File: config.mk
export PLATFORM = sky130hd
export DESIGN_NAME = bram_port_arbiter
export DESIGN_NICKNAME = d
export VERILOG_FILES = /design/src/rtl/bram_port_arbiter.sv
export SDC_FILE = /design/constraint.sdc
export NUM_CORES = 1
export LEC_CHECK = 0
export CAP_MARGIN = 25
export CORE_MARGIN = 1.5
export CORE_UTILIZATION = 30
export DETAILED_ROUTE_END_ITERATION = 7
export HOLD_SLACK_MARGIN = 0.1
export SETUP_SLACK_MARGIN = 0.3
export SYNTH_ARGS = -nofsm -noshare
export SYNTH_HDL_FRONTEND = slang
export SYNTH_SLANG_ARGS = --single-unit
File: constraint.sdc
create_clock -name i_CLK -period 2.7 [get_ports i_CLK]
set_input_delay 0.405 -clock i_CLK [delete_from_list [all_inputs] [get_ports i_CLK]]
set_output_delay 0.405 -clock i_CLK [all_outputs]
set_load 0.05 [all_outputs]
File: src/rtl/bram_port_arbiter.sv
// Two-client arbiter in front of a simple dual-port, read-first BRAM.
// The read and write ports each get their own burst-limited arbiter, and read returns are tagged by client.

module bram_port_arb #(
    parameter int MAX_BURST = 4
) (
    input  logic       i_CLK,
    input  logic       i_RST,
    input  logic [1:0] req,
    output logic [1:0] gnt
);
    // state   | meaning
    // OWN_C0  | client 0 holds ownership; wins ties while cnt < MAX_BURST
    // OWN_C1  | client 1 holds ownership; wins ties while cnt < MAX_BURST
    typedef enum logic {OWN_C0 = 1'b0, OWN_C1 = 1'b1} owner_t;

    localparam int CNT_W = $clog2(MAX_BURST + 1);
    localparam logic [CNT_W-1:0] CNT_MAX = CNT_W'(MAX_BURST);

    owner_t           owner, owner_nxt;
    logic [CNT_W-1:0] cnt, cnt_nxt;
    logic             gnt_c1;

    always_ff @(posedge i_CLK or posedge i_RST) begin
        if (i_RST) begin
            owner <= OWN_C0;
            cnt   <= '0;
        end else begin
            owner <= owner_nxt;
            cnt   <= cnt_nxt;
        end
    end

    always_comb begin
        gnt       = 2'b00;
        owner_nxt = owner;
        cnt_nxt   = cnt;
        gnt_c1    = 1'b0;
        // Grants are held off during reset so nothing issued in that cycle takes effect.
        if (!i_RST) begin
            case (req)
                2'b01:   gnt = 2'b01;
                2'b10:   gnt = 2'b10;
                2'b11: begin
                    if (cnt < CNT_MAX) gnt = (owner == OWN_C1) ? 2'b10 : 2'b01;
                    else               gnt = (owner == OWN_C1) ? 2'b01 : 2'b10;
                end
                default: gnt = 2'b00;
            endcase
        end
        gnt_c1 = gnt[1];
        if (gnt != 2'b00) begin
            if ((owner == OWN_C1) == gnt_c1) begin
                if (cnt < CNT_MAX) cnt_nxt = cnt + 1'b1;
            end else begin
                owner_nxt = gnt_c1 ? OWN_C1 : OWN_C0;
                cnt_nxt   = CNT_W'(1);
            end
        end
    end
endmodule

module bram_port_arbiter #(
    parameter int RAM_WIDTH  = 13,
    parameter int NB_ADDRESS = 10,
    parameter int MAX_BURST  = 4
) (
    input  logic                    i_CLK,
    input  logic                    i_RST,
    input  logic [1:0]              i_rdReq,
    input  logic [2*NB_ADDRESS-1:0] i_rdAdd,
    output logic [1:0]              o_rdGnt,
    output logic [1:0]              o_rdValid,
    output logic [RAM_WIDTH-1:0]    o_rdData,
    input  logic [1:0]              i_wrReq,
    input  logic [2*NB_ADDRESS-1:0] i_wrAdd,
    input  logic [2*RAM_WIDTH-1:0]  i_wrData,
    output logic [1:0]              o_wrGnt,
    output logic                    o_wrEnable,
    output logic [NB_ADDRESS-1:0]   o_writeAdd,
    output logic [NB_ADDRESS-1:0]   o_readAdd,
    output logic [RAM_WIDTH-1:0]    o_data,
    input  logic [RAM_WIDTH-1:0]    i_data
);
    logic [1:0]            rd_tag;
    logic [NB_ADDRESS-1:0] rd_add_sel;
    logic [NB_ADDRESS-1:0] wr_add_sel;
    logic [RAM_WIDTH-1:0]  wr_data_sel;

    bram_port_arb #(.MAX_BURST(MAX_BURST)) u_rd_arb (
        .i_CLK (i_CLK),
        .i_RST (i_RST),
        .req   (i_rdReq),
        .gnt   (o_rdGnt)
    );

    bram_port_arb #(.MAX_BURST(MAX_BURST)) u_wr_arb (
        .i_CLK (i_CLK),
        .i_RST (i_RST),
        .req   (i_wrReq),
        .gnt   (o_wrGnt)
    );

    assign rd_add_sel  = o_rdGnt[1] ? i_rdAdd[NB_ADDRESS +: NB_ADDRESS] : i_rdAdd[0 +: NB_ADDRESS];
    assign wr_add_sel  = o_wrGnt[1] ? i_wrAdd[NB_ADDRESS +: NB_ADDRESS] : i_wrAdd[0 +: NB_ADDRESS];
    assign wr_data_sel = o_wrGnt[1] ? i_wrData[RAM_WIDTH +: RAM_WIDTH] : i_wrData[0 +: RAM_WIDTH];

    // BRAM read data is already registered; the tag pipeline lines up with it at N+2.
    assign o_rdData = i_data;

    always_ff @(posedge i_CLK or posedge i_RST) begin
        if (i_RST) begin
            o_readAdd  <= '0;
            rd_tag     <= '0;
            o_rdValid  <= '0;
            o_wrEnable <= 1'b0;
            o_writeAdd <= '0;
            o_data     <= '0;
        end else begin
            if (o_rdGnt != 2'b00) o_readAdd <= rd_add_sel;
            rd_tag     <= o_rdGnt;
            o_rdValid  <= rd_tag;
            o_wrEnable <= |o_wrGnt;
            if (o_wrGnt != 2'b00) begin
                o_writeAdd <= wr_add_sel;
                o_data     <= wr_data_sel;
            end
        end
    end
endmodule

==> flow_summary.yaml <==
logic_synthesis:
  synth_top_area_frac: 0.420
  synth_area_um2: 2740
  synth_top_family_by_area: "compound AO/OA/AOI/OAI gates"
  synth-edff-count: 0
  ys_ff_latch: 46
  ys_types: 35
  ys_seq_area_frac: 0.420
  synth_simple_gate_area_frac: 0.0689
  synthAdderAreaFrac: 0.00912
  synth_compound_area_frac: 0.310
  async_reset_ff_frac: 1.00
  synthMuxAreaShare: 0.0547
  synth_xor_area_frac: 0.00958
  synthCells: 293
  syn_area_per_cell_um2: 9.36
  synthTopCellsByArea: "dfrtp_1 (42%), a211o_1 (7.7%), a2111oi_0 (7.3%)"
  syn-num-nets: 380
  ys.flop_type: "dfrtp_1"
  ys_warn_count: 0
  synth_top_cell_by_area: "dfrtp_1"
finish:
  fin_cells: 491
  multi_input_area_um2: 1280
  n_antenna_cell: 0
  synthToLayoutAreaGrowth_pct: 47.5
  fillers: 848
  nNetsFinal: 469
  seq_area_um2: 1150
  final_core_util: 0.460
  drive_gt1_frac: 0.0966
grt:
  met2_usage: 0.269
  use_met3: 0.0525
  grt_max_degree: 43
  grt.total_usage: 0.172
  grt.busiest_layer: "met2"
  grt_pass1_wl_um: 13600
  grt_antenna_before_repair: 0
  first_global_vias: 2619
  grt_remaining_overflow: 0
  gr-usage-met1: 0.235
sta:
  max-slew-margin-rel: 0.630
  fmax_mhz: 452
  whs_ns: 0.356
  setup_tns_ns: 0
  report.final.slew_viol_count: 0
  clock_skew_ns: 0.00485
  worst_pin_slew_ns: 0.553
  rsz0062_at_grt: "false"
  hold_viol: 0
  min_period_ns: 2.21
  fin_crit_sh: 0.819
  finalSetupViolations: 0
outcome:
  violations: "DRC"
  status: "finished, violations left"
clock_network:
  cts_hold_buf: 0
  cts_tree: "done"
  post-cts-setup-buffers: 0
  htreeDepth: 2
  clkTransAtPathRegs_ns: 0.10
  cts_sinks: 46
  post_cts_resized: 0
  cts_buffer_depth: 2
  cts_root_buffer: "clkbuf_8"
  clk_latency_ns: 0.31
  cts_buffers: 5
placed_design:
  place.gp.congestion: 0.748
  dp_hpwl_um: 5770
  io_buffers: 111
  dp.cells: 482
route:
  drt_wl_total_um: 8130
  routedWlPerCell_um: 16.6
  antenna_left: 0
  dr.pass1.iters: 6
  drcViolationCount: 15
  vias: 2611
  drtIter0Drc: 127
  viasPerCell: 5.32
pwr:
  p_leak_nw: 1.83
  ir_drop_mv: 0.416
  powerDensity_nw_per_um2: 796
  total_power_mw: 3.22
die:
  rows: 34
  core_um2: 8810
  initial_core_util: 0.311
  fp.dieW_um: 98.6
  die_h_um: 98.6
  ios: 138
  dieArea_um2: 9720
flow_run:
  max_cap_violations: 0
setup_path:
  worst_ep_required_time_ns: 2.30
  crit_fanout: 11
  crit_type: "register to output port"
  crit_arrival_ns: 1.80
  start_kind: "register"
  endpoint_kind: "output port"
worst_hold_path:
  hold_class: "register to register"
per-layer routing:
metal | vias to the layer above | part of all wire | wire length (um)
met3 | 6 | 0.11 | 887
met4 | 0 | 0.0077 | 63
met1 | 1219 | 0.45 | 3620
met5 | - | 0 | 0
li1 | 1250 | - | -
met2 | 136 | 0.44 | 3560
critical path, stage by stage, from the launching register on:
cell and delay (ns):
dfrtp_1 0.66, xnor2_2 0.27, a211oi_2 0.39, buf_12 0.18
cells in the mapped netlist, types with 2 or more instances:
library cell	count
a2111oi_0	23
a211o_1	24
a211oi_1	24
a21oi_1	13
a22oi_1	10
a32oi_1	2
buf_1	10
buf_2	7
buf_4	14
clkbuf_1	13
dfrtp_1	46
ha_1	2
inv_1	32
mux2i_1	15
nand2_1	27
nor2_1	3
nor2b_1	2
nor4bb_1	3
o211ai_1	3
o21ai_0	3
o21bai_1	2
xnor2_1	2
report_power, final:
group	internal (mW)	leakage, nW	switching, mW
Combinational	0.662	1.21	1.05
Sequential	0.878	0.573	0.194
Clock	0.182	0.0441	0.254
flip-flops by register name, indices dropped and copies added, names as in the netlist:
signal	cells
o_wrEnable	1
o_rdValid	2
o_writeAdd	10
u_wr_arb.cnt	3
rd_tag	2
u_rd_arb.cnt	3
o_data	13
u_wr_arb.owner	1
u_rd_arb.owner	1
o_readAdd	10
final cells by class:
class	instances	share of cell area
clock inverters	3	0.00526
multi-input cells	170	0.315
well taps	108	0.0334
repair buffers	126	0.313
inverters	33	0.0315
clock buffers	5	0.0170
flip-flops and latches	46	0.284
path summary, 6_finish.rpt:
path	startpoint	end	slack, ns	cells past startpoint
worst max-delay path	u_wr_arb.owner$_DFFE_PP0P_	o_wrGnt[1]	0.49	3
worst max register to register	u_wr_arb.owner$_DFFE_PP0P_	o_data[2]$_DFFE_PP0P_	0.79	4
worst min register to register	rd_tag[0]$_DFF_PP0_	o_rdValid[0]$_DFF_PP0_	0.36	0
max in group asynchronous	i_RST	o_wrEnable$_DFF_PP0_	1.59	3
min in group asynchronous	i_RST	o_rdValid[1]$_DFF_PP0_	0.82	3
worst min-delay path	rd_tag[0]$_DFF_PP0_	o_rdValid[0]$_DFF_PP0_	0.36	0
through the flow:
stage	worst slack [ns]	area (um^2)
2_1_floorplan	0.335	2750
3_3_place_gp	0.359	3940
3_5_place_dp	0.323	3940
4_1_cts	0.473	4030
5_1_grt	0.353	4050
6_report	0.490	4050
placed cells by master, fill, tap and decap left out, types with 2 or more instances in the layout:
cell,n
clkdlybuf4s50_1,106
dfrtp_1,46
inv_1,30
nand2_1,27
a211o_1,24
a2111oi_0,23
a211oi_1,23
mux2i_1,15
buf_4,14
a21oi_1,13
a22oi_1,10
clkbuf_8,5
buf_12,4
nor2_1,3
o21ai_0,3
o211ai_1,3
nor4bb_1,3
inv_2,2
nor2b_1,2
a32oi_1,2
clkinvlp_4,2
ha_1,2
kinds of logic after synthesis:
kind of cell	count (synthesis)
fa+ha+maj	2
flops	46
xor+xnor	3
simple gates	40
buf+inv	77
mux	15
compound gates	110
Power figures use the tool's default switching activity.
